<file path="src/rtl/memory_bus_pkg.sv">
// Shared types and constants for the two-port memory bus arbiter.
package memory_bus_pkg;

    typedef enum logic [1:0] {
        IDLE    = 2'd0,
        ACCESS  = 2'd1,
        RESPOND = 2'd2
    } arb_state_t;

    typedef logic port_idx_t;

    // Read data returned on a watchdog timeout; sliced to DATA_SIZE at use.
    localparam logic [63:0] ERROR_DATA = '1;

    // Round-robin pick: a tie goes to the port that was not granted last.
    function automatic port_idx_t rr_pick(input logic [1:0] req, input port_idx_t last);
        if (req == 2'b11) return ~last;
        return req[1];
    endfunction

endpackage

</file>
<file path="src/rtl/memory_bus_arbiter_watchdog.sv">
// Cycle watchdog for a stalled slave access; flags the TIMEOUT_CYCLES-th enabled cycle.
module bus_watchdog #(
    parameter int TIMEOUT_CYCLES = 255
) (
    input  logic clock,
    input  logic reset,
    input  logic clear,
    input  logic enable,
    output logic expired
);
    localparam int CW = (TIMEOUT_CYCLES > 0) ? $clog2(TIMEOUT_CYCLES + 1) : 1;

    generate
        if (TIMEOUT_CYCLES == 0) begin : g_off
            logic unused_ok;
            assign unused_ok = clock ^ reset ^ clear ^ enable;
            assign expired   = 1'b0;
        end else begin : g_on
            logic [CW-1:0] count_q, count_d;

            // count_q holds the enabled cycles already elapsed, so the limit
            // is reached during the cycle in which count_q == limit-1.
            assign expired = enable && (count_q == CW'(TIMEOUT_CYCLES - 1));

            always_comb begin
                count_d = count_q;
                if (clear)                   count_d = '0;
                else if (enable && !expired) count_d = count_q + CW'(1);
            end

            always_ff @(posedge clock or posedge reset) begin
                if (reset) count_q <= '0;
                else       count_q <= count_d;
            end
        end
    endgenerate
endmodule

</file>
<file path="src/rtl/memory_bus_arbiter.sv">
// Round-robin arbiter sharing one strobe/ready memory bus between a core (port 0)
// and a debug/loader master (port 1); one transaction in flight, registered both sides.
module memory_bus_arbiter
    import memory_bus_pkg::*;
#(
    parameter int ADDRESS_SIZE   = 16,
    parameter int DATA_SIZE      = 32,
    parameter int TIMEOUT_CYCLES = 255
) (
    input  logic                    clock,
    input  logic                    reset,
    input  logic                    m0_strobe,
    input  logic                    m0_writeEnable,
    input  logic [ADDRESS_SIZE-1:0] m0_address,
    input  logic [DATA_SIZE-1:0]    m0_dataWrite,
    output logic [DATA_SIZE-1:0]    m0_dataRead,
    output logic                    m0_ready,
    output logic                    m0_error,
    input  logic                    m1_strobe,
    input  logic                    m1_writeEnable,
    input  logic [ADDRESS_SIZE-1:0] m1_address,
    input  logic [DATA_SIZE-1:0]    m1_dataWrite,
    output logic [DATA_SIZE-1:0]    m1_dataRead,
    output logic                    m1_ready,
    output logic                    m1_error,
    output logic                    s_strobe,
    output logic                    s_writeEnable,
    output logic [ADDRESS_SIZE-1:0] s_address,
    output logic [DATA_SIZE-1:0]    s_dataWrite,
    input  logic [DATA_SIZE-1:0]    s_dataRead,
    input  logic                    s_ready,
    output logic                    grant,
    output logic                    busy
);
    arb_state_t state_q, state_d;
    port_idx_t  grant_q, grant_d, last_q, last_d, pick;

    logic                    s_strobe_q, s_strobe_d;
    logic                    s_we_q, s_we_d;
    logic [ADDRESS_SIZE-1:0] s_addr_q, s_addr_d;
    logic [DATA_SIZE-1:0]    s_wdata_q, s_wdata_d;

    logic [1:0]                rdy_q, rdy_d, err_q, err_d;
    logic [1:0][DATA_SIZE-1:0] rdata_q, rdata_d;

    logic [1:0] req;
    logic       wd_clear, wd_expired;

    assign req  = {m1_strobe, m0_strobe};
    assign pick = rr_pick(req, last_q);

    bus_watchdog #(.TIMEOUT_CYCLES(TIMEOUT_CYCLES)) u_watchdog (
        .clock   (clock),
        .reset   (reset),
        .clear   (wd_clear),
        .enable  (state_q == ACCESS),
        .expired (wd_expired)
    );

    always_comb begin
        state_d    = state_q;
        grant_d    = grant_q;
        last_d     = last_q;
        s_strobe_d = s_strobe_q;
        s_we_d     = s_we_q;
        s_addr_d   = s_addr_q;
        s_wdata_d  = s_wdata_q;
        rdata_d    = rdata_q;
        rdy_d      = '0;
        err_d      = '0;
        wd_clear   = 1'b0;
        case (state_q)
            IDLE: begin
                if (|req) begin
                    grant_d    = pick;
                    last_d     = pick;
                    s_strobe_d = 1'b1;
                    s_we_d     = pick ? m1_writeEnable : m0_writeEnable;
                    s_addr_d   = pick ? m1_address     : m0_address;
                    s_wdata_d  = pick ? m1_dataWrite   : m0_dataWrite;
                    wd_clear   = 1'b1;
                    state_d    = ACCESS;
                end
            end
            ACCESS: begin
                // s_ready is checked first so a completion on the timeout cycle is not an error.
                if (s_ready) begin
                    rdata_d[grant_q] = s_dataRead;
                    rdy_d[grant_q]   = 1'b1;
                    s_strobe_d       = 1'b0;
                    state_d          = RESPOND;
                end else if (wd_expired) begin
                    rdata_d[grant_q] = ERROR_DATA[DATA_SIZE-1:0];
                    rdy_d[grant_q]   = 1'b1;
                    err_d[grant_q]   = 1'b1;
                    s_strobe_d       = 1'b0;
                    state_d          = RESPOND;
                end
            end
            RESPOND: state_d = IDLE;
            default: state_d = IDLE;
        endcase
    end

    always_ff @(posedge clock or posedge reset) begin
        if (reset) begin
            state_q    <= IDLE;
            grant_q    <= 1'b0;
            last_q     <= 1'b1;
            s_strobe_q <= 1'b0;
            s_we_q     <= 1'b0;
            s_addr_q   <= '0;
            s_wdata_q  <= '0;
            rdy_q      <= '0;
            err_q      <= '0;
            rdata_q    <= '0;
        end else begin
            state_q    <= state_d;
            grant_q    <= grant_d;
            last_q     <= last_d;
            s_strobe_q <= s_strobe_d;
            s_we_q     <= s_we_d;
            s_addr_q   <= s_addr_d;
            s_wdata_q  <= s_wdata_d;
            rdy_q      <= rdy_d;
            err_q      <= err_d;
            rdata_q    <= rdata_d;
        end
    end

    assign s_strobe      = s_strobe_q;
    assign s_writeEnable = s_we_q;
    assign s_address     = s_addr_q;
    assign s_dataWrite   = s_wdata_q;
    assign m0_ready      = rdy_q[0];
    assign m1_ready      = rdy_q[1];
    assign m0_error      = err_q[0];
    assign m1_error      = err_q[1];
    assign m0_dataRead   = rdata_q[0];
    assign m1_dataRead   = rdata_q[1];
    assign grant         = grant_q;
    assign busy          = (state_q != IDLE);
endmodule
</file>
<file path="config.mk">
export PLATFORM = sky130hd
export DESIGN_NAME = memory_bus_arbiter
export DESIGN_NICKNAME = d
export VERILOG_FILES = /design/src/rtl/memory_bus_pkg.sv /design/src/rtl/memory_bus_arbiter_watchdog.sv /design/src/rtl/memory_bus_arbiter.sv
export SDC_FILE = /design/constraint.sdc
export NUM_CORES = 1
export LEC_CHECK = 0
export CAP_MARGIN = 10
export CORE_MARGIN = 5
export CORE_UTILIZATION = 44
export CTS_BUF_LIST = sky130_fd_sc_hd__clkbuf_8
export CTS_CLUSTER_SIZE = 25
export DETAILED_ROUTE_END_ITERATION = 12
export PLACE_DENSITY = 0.83
export SYNTH_ARGS = -nofsm -noshare
export SYNTH_HDL_FRONTEND = slang
export SYNTH_SLANG_ARGS = --single-unit
</file>
<file path="constraint.sdc">
create_clock -name clock -period 5.6 [get_ports clock]
set_input_delay 1.12 -clock clock [delete_from_list [all_inputs] [get_ports clock]]
set_output_delay 1.12 -clock clock [all_outputs]
set_load 0.03 [all_outputs]
</file>
## Word-level counts from Yosys, hierarchy flattened

Cells that the tools add are included.

- Add/subtract/negate cells: 1
- Multiplexer cells: 30
- Eq/ne operators: 5
- Bitwise operators: 2
- Reduce and logical (&&, ||, !) cells: 14
- Order comparisons: 2

Operator list:

| operator | count |
|---|---|
| $mux W64 | 2 |
| $bwmux W64 | 1 |
| $mux W32 | 2 |
| $or A64 B64 Y64 | 1 |
| $demux W32 S1 | 1 |
| $mux W16 | 1 |
| $mux W2 | 8 |
| $mux W8 | 2 |
| $mux W1 | 10 |
| $add A8 B1 Y8 const B | 1 |
| $eq A8 B8 Y1 const B | 1 |
| $reduce_bool A2 Y1 | 4 |
| $reduce_and A2 Y1 | 3 |
| $pmux W2 S2 | 1 |
| $logic_and A1 B1 Y1 | 3 |
| $ne A3 B3 Y1 const B | 1 |
| $reduce_and A3 Y1 | 1 |
| $eq A2 B1 Y1 const B | 1 |
| $eq A2 B2 Y1 const B | 1 |
| $logic_not A2 Y1 | 1 |
| $lt A1 B2 Y1 const B | 1 |
| $ne A2 B2 Y1 const B | 1 |
| $pmux W1 S2 | 1 |
| $reduce_or A2 Y1 | 1 |
| other kinds (4) | 4 |

- Flip-flop bits (word level): 130
- Output and inout port bits: 120

## Depth between registers and ports, before layout

Gate-level depths: netlist of the first run.

- Word-level depth: 7
- Mapped depth: 7
- Gate-level depth less buffers: 5

## Cells and area by module

Synthesis of the first run repeated with hierarchy kept, for this count alone.

- Cells, all modules: 413
- Area, all modules: 5919.4 µm²

Modules (own cells, without submodules):

| module | sequential area each (µm²) | cells an instance | times used | area each (µm²) |
|---|---|---|---|---|
| memory_bus_arbiter | 3054.2 | 363 | 1 | 5420.2 |
| bus_watchdog | 200.2 | 50 | 1 | 499.2 |

## Worst setup path before layout of the first run

No wires, ideal clock.

- Path kind: reg-to-output
- Start point: register state_q[0]
- End point: output port busy
- Path slack: 3.459 ns
- Path buffers: 2
- Data required time: 4.480 ns
- Cell stages (with the launch flop): 5
- Arrival time: 1.021 ns
- Path through: dfrtp_1 nor2_2 inv_1 buf_2 buf_2

- Cells in the longest elaborated chain, start to end: 1

RTL lines:

| what | line | RTL |
|---|---|---|
| from (decl) | memory_bus_arbiter.sv:35 | `arb_state_t state_q, state_d;` |
| from (signal assigned) | memory_bus_arbiter.sv:118 | `state_q <= state_d;` |
| $reduce_bool A2 Y1 | memory_bus_arbiter.sv:142 | `assign busy = (state_q != IDLE);` |
| to (decl) | memory_bus_arbiter.sv:33 | `output logic busy` |

No other way between the ends.

## Worst setup path after layout of the first run

- Start point: input port m1_strobe
- End point: register s_wdata_q[4] (netlist: s_dataWrite[4])

- Cells in the longest elaborated chain, start to end: 4
- Elaborated cells between the ends (all ways): 6
- Those cells by class: eq/ne (1); mux (3); reduce/logical (2)

RTL lines:

| what | line | RTL |
|---|---|---|
| from (decl) | memory_bus_arbiter.sv:19 | `input logic m1_strobe,` |
| $eq A2 B2 Y1 | memory_bus_pkg.sv:17 | `if (req == 2'b11) return ~last;` |
| $mux W1 | memory_bus_pkg.sv:17 |  |
| $mux W1 | memory_bus_pkg.sv:18 | `return req[1];` |
| $mux W32 | memory_bus_arbiter.sv:80 | `s_wdata_d = pick ? m1_dataWrite : m0_dataWrite;` |
| to (signal assigned) | memory_bus_arbiter.sv:124 | `s_wdata_q <= s_wdata_d;` |
| to (decl) | memory_bus_arbiter.sv:41 | `logic [DATA_SIZE-1:0] s_wdata_q, s_wdata_d;` |

Parallel ways exist; a longest one is shown, timed or not.
A chain may end at the register's enable or synchronous reset.

==> results by group, run 1 <==
Status
  • Status: finished clean

Floorplan
  • Die area: 15640 sq um
  • Area of the core: 13090 sq um
  • IO Pins: 255
  • Die X: 125.1 microns
  • Initial Utilization: 44.51%
  • Die height: 125.1 microns
  • FP Rows: 42

Clock network
  • CTS sink count: 130
  • H-tree Lvls: 4
  • CTS Buffer Depth: 2
  • Post-CTS Resized: 0
  • Clock transition at path regs: 0.07 ns
  • Clock buffer count from CTS: 17
  • Post-CTS Setup Repair Bufs: 0
  • Clock latency on the worst-skew pair: 0.44 ns
  • CTS tree: built
  • Root buf cell: clkbuf_8
  • # hold bufs at CTS: 0

GRT
  • First-pass GRT wire length: 27.99 mm
  • Total track usage: 21.95%
  • Vias in the first global route: 5560
  • Initial antenna violation count: 0
  • Largest net degree at the start of global routing: 78
  • Grt total ovfl: 0

Drt
  • Routed vias: 5466
  • Routed Antenna Nets: 0
  • Wire per inst: 17.87 microns
  • Total wire length: 17.86 mm
  • DR pass1 iterations: 5
  • Initial DRC count: 329
  • Routed vias/inst: 5.471
  • # DRC: 0

Cells and area
  • Layout cell share with drive strength beyond 1: 5.954%
  • Ant diodes: 0
  • Syn-to-layout area delta: 53.06%
  • Layout Nets: 947
  • Filler cells: 976

Critical path
  • Max FO, Critical Path: 30
  • Critical Path AT: 3.49 ns
  • Critical path origin: m1_strobe
  • FF-to-FF Start: last_q
  • Worst setup EP type: flip-flop
  • Worst setup path class: input pin to flip-flop
  • Worst Path Required: 5.86 ns
  • Startpoint types: input pin

Synthesis
  • Top cell type's share of synthesized area: 55.42%
  • Sequential area share after synthesis: 55.88%
  • Mapped Nets: 710
  • Post-Synthesis Cells: 573
  • Synth top area cells: dfrtp_1 (55%), mux2i_1 (9.5%), o21ai_0 (9.0%)
  • Yosys cell types: 37
  • Synthesized area: 5824 sq um
  • Mean Syn Cell Area: 10.16 sq um
  • Yosys reg bits: 130
  • Warnings from Yosys: 0
  • Synth area leader: dfrtp_1

Placed design
  • Routability cong.: 0.8052
  • Port buffer count: 254
  • Detailed Place HPWL: 12.80 mm
  • Worst slack, placed: 1.912 ns

Timing
  • Final Critical Period: 3.231 ns
  • Setup Total Neg Slack: 0 ns
  • RSZ-0062 raised after global routing: no
  • Hold Violations, Final: 0
  • FMAX: 0.3095 GHz
  • Clock skew: 0.01276 ns
  • Measured slew at the worst slew-check pin: 1.092 ns
  • Setup slack after layout: 2.369 ns
  • Final setup vio count: 0
  • Period utilisation layout: 57.70%
  • Number of max-slew violations in the final report: 0
  • Slew HR: 26.90%
  • Hold Slack: 0.5105 ns

Min path
  • Worst hold start: s_dataWrite[28]
  • Worst Hold Class: flip-flop to flip-flop

Power
  • LEAKAGE: 3.742 nW
  • Sequential Power Share: 31.6%
  • Pwr Density: 595.3 nW/um^2
  • Peak VDD IR: 292.5 uV
  • Net switching power: 2.321 mW
  • Switch share: 43.74%
  • P_int: 2.986 mW
  • Clock power share: 15.9%
  • Comb pwr share: 52.5%

Job
  • Maxcap violations: 0
## path summary, 6_finish.rpt
check	endpoint	slack (ns)	cells past startpoint
worst min register to register	s_dataWrite[28]	0.51	2
worst min-delay path	s_dataWrite[28]	0.51	2
worst max-delay path	s_dataWrite[4]	2.37	5
worst max register to register	s_dataWrite[4]	3.37	4
max in group asynchronous	m0_dataRead[12]	3.10	3
min in group asynchronous	m1_dataRead[1]	1.23	2
## worst max-delay path, cell delays in order
cell             delay [ns]
clkdlybuf4s50_1        0.62
a21boi_4               0.78
buf_4                  0.57
mux2i_1                0.27
o21ai_0                0.11
## placed cells by master (no fill, tap or decap), drive strengths merged, types with 2 or more instances in the layout
cell,synthesis,layout
and4b,2,2
nand2,2,2
clkinv,0,6
clkdlybuf4s50,0,254
o21ai,107,107
inv,67,68
clkinvlp,0,2
clkbuf,19,20
bufinv,0,3
nor3,2,2
o22ai,64,64
and3,3,3
buf,25,8
o211ai,4,4
a21oi,68,68
nand3,2,2
ha,2,2
dfrtp,129,129
mux2i,55,55
nor2,5,5
## kinds of logic (layout without fill, tap and decap cells)
logic type / count (synthesis) / in the layout / synth area share [%]
AO/OA/AOI/OAI: 249 / 249 / 23.31
adder cells (fa/ha/maj): 2 / 2 / 0.4296
flip-flops: 130 / 130 / 55.88
multiplexers: 55 / 55 / 9.452
buffers and inverters: 111 / 361 / 7.906
AND/OR/NAND/NOR: 26 / 26 / 3.029
## metrics by stage
step                cell area (sq um)  util [%]  instances  total power, mW
floorplan                        5824         -        573            3.272
global placement                 8484     64.84        967            4.388
detailed placement               8484     64.84        967            4.485
CTS                              8915     68.13        999            5.351
global route                     8915     68.13        999            5.601
finish                           8915     68.13        999            5.307
## layout make-up
type / count / area (sq um) / share of cell area, %
sequential: 130 / 3254 / 36.51
timing repair buffer: 262 / 2603 / 29.19
multi-input combinational: 332 / 2153 / 24.15
clock buffer: 20 / 275.3 / 3.088
inverter: 67 / 254.0 / 2.849
tap: 176 / 220.2 / 2.470
clock inverter: 12 / 155.1 / 1.740
## cells in the mapped netlist
| library cell | count |
|---|---|
| nand3_1 | 2 |
| nand4b_1 | 1 |
| nor3_1 | 2 |
| buf_2 | 20 |
| nor4_1 | 1 |
| dfrtp_1 | 129 |
| a21oi_2 | 1 |
| a22o_1 | 1 |
| o22a_1 | 1 |
| nor2b_1 | 1 |
| nor2_1 | 4 |
| dfstp_2 | 1 |
| and3_1 | 3 |
| nand4bb_1 | 1 |
| nor2_2 | 1 |
| o21ai_1 | 2 |
| nand2_1 | 2 |
| buf_4 | 5 |
| o211ai_1 | 4 |
| clkbuf_1 | 19 |
| or4_1 | 1 |
| nand2b_1 | 1 |
| nand4_2 | 1 |
| mux2i_1 | 55 |
| and4_1 | 1 |
| and4b_1 | 2 |
| inv_1 | 67 |
| a21oi_1 | 67 |
| o22ai_1 | 64 |
| o21ai_0 | 105 |
| o41ai_1 | 1 |
| and3b_1 | 1 |
| a211oi_1 | 1 |
| nor3b_2 | 1 |
| a21boi_0 | 1 |
| ha_1 | 2 |
| a31oi_1 | 1 |
## registers in the layout (all words and copies together) (netlist names)
register	flops
m0_dataRead	32
s_writeEnable	1
grant	1
m1_dataRead	32
s_strobe	1
s_dataWrite	32
err_q	2
state_q	2
u_watchdog.g_on.count_q	8
rdy_q	2
last_q	1
s_address	16
## power by group through the flow
stage	combinational, mW	clock, mW	sequential (mW)
global route	2.96	0.906	1.73
floorplan	0.878	0	2.39
CTS	2.81	0.867	1.68
finish	2.79	0.845	1.68
global placement	2.73	0	1.66
detailed placement	2.80	0	1.69
## per-layer routing
metal  vias to the layer above  track usage (%)  part of all wire (%)
met5                         -                0                     0
met4                         0            7.270                   2.0
met3                        32            8.486                   9.5
met2                       242            37.49                    50
met1                      2674            25.44                    38
li1                       2518                -                     -
Power figures use the tool's default switching activity.
==> run 2: changes to the inputs <==
Clock period 5.6 ns to 3.1 ns, I/O delays scaled along.
==> results by group, run 2 (synthesized netlist as in run 1, its figures left out) <==
Timing
  • Setup Total Neg Slack: 0 ns (unchanged)
  • Final setup vio count: 0 (unchanged)
  • Hold Slack: 0.5076 ns (was 0.5105 ns)
  • Period utilisation layout: 83.81%
  • Setup slack after layout: 0.5019 ns (was 2.369 ns)
  • RSZ-0062 raised after global routing: no (unchanged)
  • Final Critical Period: 2.598 ns
  • Number of max-slew violations in the final report: 0 (unchanged)
  • Clock skew: 0.008972 ns (was 0.01276 ns)
  • FMAX: 0.3849 GHz
  • Measured slew at the worst slew-check pin: 0.6891 ns (was 1.092 ns)
  • Hold Violations, Final: 0 (unchanged)
  • Slew HR: 54.06% (was 26.90%)

Critical path
  • R2r endpoint: m1_dataRead[11] (was s_dataWrite[4])
  • Slowest-stage cell, CP: clkdlybuf4s50_1 (was a21boi_4)
  • FF-to-FF path depth: 6 (was 4)
  • Critical Path AT: 1.98 ns (was 3.49 ns)
  • Slowest stage delay, CP: 0.63 ns (was 0.78 ns)
  • R2r setup slk: 1.12 ns (was 3.37 ns)
  • Buf+Inv Stages, Crit Path: 2 (unchanged)
  • Worst setup path class: flip-flop to output port (was input pin to flip-flop)
  • Worst Path Required: 2.48 ns (was 5.86 ns)
  • Worst path top cell family by delay: buffers and inverters (unchanged)
  • Startpoint types: flip-flop (was input pin)
  • WP depth: 3 (was 5)
  • Max FO, Critical Path: 9 (was 30)
  • Critical path origin: state_q[0] (was m1_strobe)
  • Worst path cell trace: nor2_2 > inv_1 > clkdlybuf4s50_1 (was clkdlybuf4s50_1 > a21boi_4 > buf_4 > mux2i_1 > o21ai_0)
  • Worst setup EP type: output port (was flip-flop)
  • Worst Setup EP: busy (was s_dataWrite[4])
  • FF-to-FF Start: u_watchdog.g_on.count_q[0] (was last_q)

Power
  • Comb pwr share: 52.2% (was 52.5%)
  • Pwr Density: 1075 nW/um^2 (was 595.3 nW/um^2)
  • Switch share: 43.44% (was 43.74%)
  • Net switching power: 4.204 mW (was 2.321 mW)
  • Peak VDD IR: 529.5 uV (was 292.5 uV)
  • Sequential Power Share: 31.4% (was 31.6%)
  • Clock power share: 16.4% (was 15.9%)
  • LEAKAGE: 3.782 nW (was 3.742 nW)
  • P_int: 5.475 mW (was 2.986 mW)

Placed design
  • Routability cong.: 0.7950 (was 0.8052)
  • Port buffer count: 254 (unchanged)
  • Worst slack, placed: 0.6950 ns (was 1.912 ns)
  • Inst Count DP: 972 (was 967)
  • Detailed Place HPWL: 12.85 mm (was 12.80 mm)

GRT
  • Largest net degree at the start of global routing: 90 (was 78)
  • Initial antenna violation count: 0 (unchanged)
  • Total track usage: 22.06% (was 21.95%)
  • First-pass GRT wire length: 28.26 mm (was 27.99 mm)
  • Grt total ovfl: 0 (unchanged)
  • Vias in the first global route: 5484 (was 5560)

Cells and area
  • Filler cells: 973 (was 976)
  • Layout Nets: 952 (was 947)
  • Layout cell share with drive strength beyond 1: 6.401% (was 5.954%)
  • Syn-to-layout area delta: 54.63% (was 53.06%)
  • Commonest non-fill, non-tap cell in the layout: clkdlybuf4s50_1 (unchanged)
  • Most frequent cells in the layout: clkdlybuf4s50_1 (254), dfrtp_1 (129), o21ai_0 (104) (unchanged)
  • Ant diodes: 0 (unchanged)
  • Final Instance Count excl. Fillers: 1004 (was 999)

Drt
  • Routed vias/inst: 5.398 (was 5.471)
  • Top Layer Used: met4 (unchanged)
  • Wire per inst: 17.56 microns (was 17.87 microns)
  • Routed Antenna Nets: 0 (unchanged)
  • Routed vias: 5420 (was 5466)
  • Initial DRC count: 484 (was 329)
  • Post-Route M1 WL: 7.096 mm (was 6.873 mm)
  • DR pass1 iterations: 4 (was 5)
  • Total wire length: 17.63 mm (was 17.86 mm)
  • Met2 WL post-DR: 8.786 mm (was 8.918 mm)
  • Met3 Wirelength: 1.533 mm (was 1.698 mm)
  • # DRC: 0 (unchanged)

Clock network
  • CTS sink count: 130 (unchanged)
  • H-tree Lvls: 4 (unchanged)
  • Post-CTS Resized: 0 (unchanged)
  • Clock latency on the worst-skew pair: 0.43 ns (was 0.44 ns)
  • Clock transition at path regs: 0.07 ns (about the same)
  • # hold bufs at CTS: 0 (unchanged)
  • Root buf cell: clkbuf_8 (unchanged)
  • Clock buffer count from CTS: 17 (unchanged)
  • CTS Buffer Depth: 2 (unchanged)
  • Post-CTS Setup Repair Bufs: 0 (unchanged)
  • CTS tree: built (unchanged)

Min path
  • Worst Hold Class: flip-flop to flip-flop (unchanged)

Floorplan
  • Die area: 15640 sq um (unchanged)
  • FP Rows: 42 (unchanged)
  • Initial Utilization: 44.51% (unchanged)
  • Die X: 125.1 microns (unchanged)
  • IO Pins: 255 (unchanged)
  • Die height: 125.1 microns (unchanged)
  • Area of the core: 13090 sq um (unchanged)

Status
  • Status: finished clean (unchanged)

Job
  • Maxcap violations: 0 (unchanged)
[run 2: cell types whose count changed in the layout (fill, tap and decap cells not counted), sizes merged]
cell,previous run,this run
buf,8,13
bufinv,3,4
clkinvlp,2,3
clkbuf,20,19
clkinv,6,5
[run 2: worst min-delay path by stage]
stage                          startpoint                    endpoint  cells past startpoint
2_1_floorplan  u_watchdog.g_on.count_q[6]  u_watchdog.g_on.count_q[6]                      1
3_3_place_gp              s_dataWrite[12]             s_dataWrite[12]                      2
3_5_place_dp              s_dataWrite[27]             s_dataWrite[27]                      2
4_1_cts                   s_dataWrite[27]             s_dataWrite[27]                      2
5_1_grt        u_watchdog.g_on.count_q[6]  u_watchdog.g_on.count_q[6]                      1
6_report                     s_address[7]                s_address[7]                      2
[run 2: final cells by class]
type / count / area (sq um) / share of cell area, %
Clock buffer: 19 / 261.5 / 2.904
Clock inverter: 13 / 183.9 / 2.042
Inverter: 67 / 255.2 / 2.834
Multi-Input combinational cell: 332 / 2153 / 23.91
Sequential cell: 130 / 3254 / 36.14
Tap cell: 176 / 220.2 / 2.445
Timing Repair Buffer: 267 / 2678 / 29.73
[run 2: per-stage QoR]
step / utilization, % / power (mW) / instance area, sq um
2_1_floorplan: - / 5.912 / 5828
3_3_place_gp: 65.42 / 7.940 / 8561
4_1_cts: 68.83 / 9.727 / 9006
3_5_place_dp: 65.42 / 8.123 / 8561
5_1_grt: 68.83 / 10.23 / 9006
6_report: 68.83 / 9.679 / 9006
[run 2: routing by layer]
layer,vias to the layer above,GRT usage (%)
met2,257,37.65
met5,-,0
met3,15,7.079
met4,0,6.314
li1,2535,-
met1,2613,26.97
[run 2: power by group through the flow]
stage	logic [mW]	clock network [mW]	registers [mW]
2_1_floorplan	1.59	0	4.32
3_5_place_dp	5.07	0	3.05
3_3_place_gp	4.94	0	3.00
6_report	5.05	1.59	3.04
4_1_cts	5.08	1.62	3.03
5_1_grt	5.39	1.70	3.14
[run 2: worst min-delay path: cells and delay by family, from the launching register on]
family	cells	cell delay (ns)
flip-flops	1	0.34
AO/OA/AOI/OAI	2	0.13
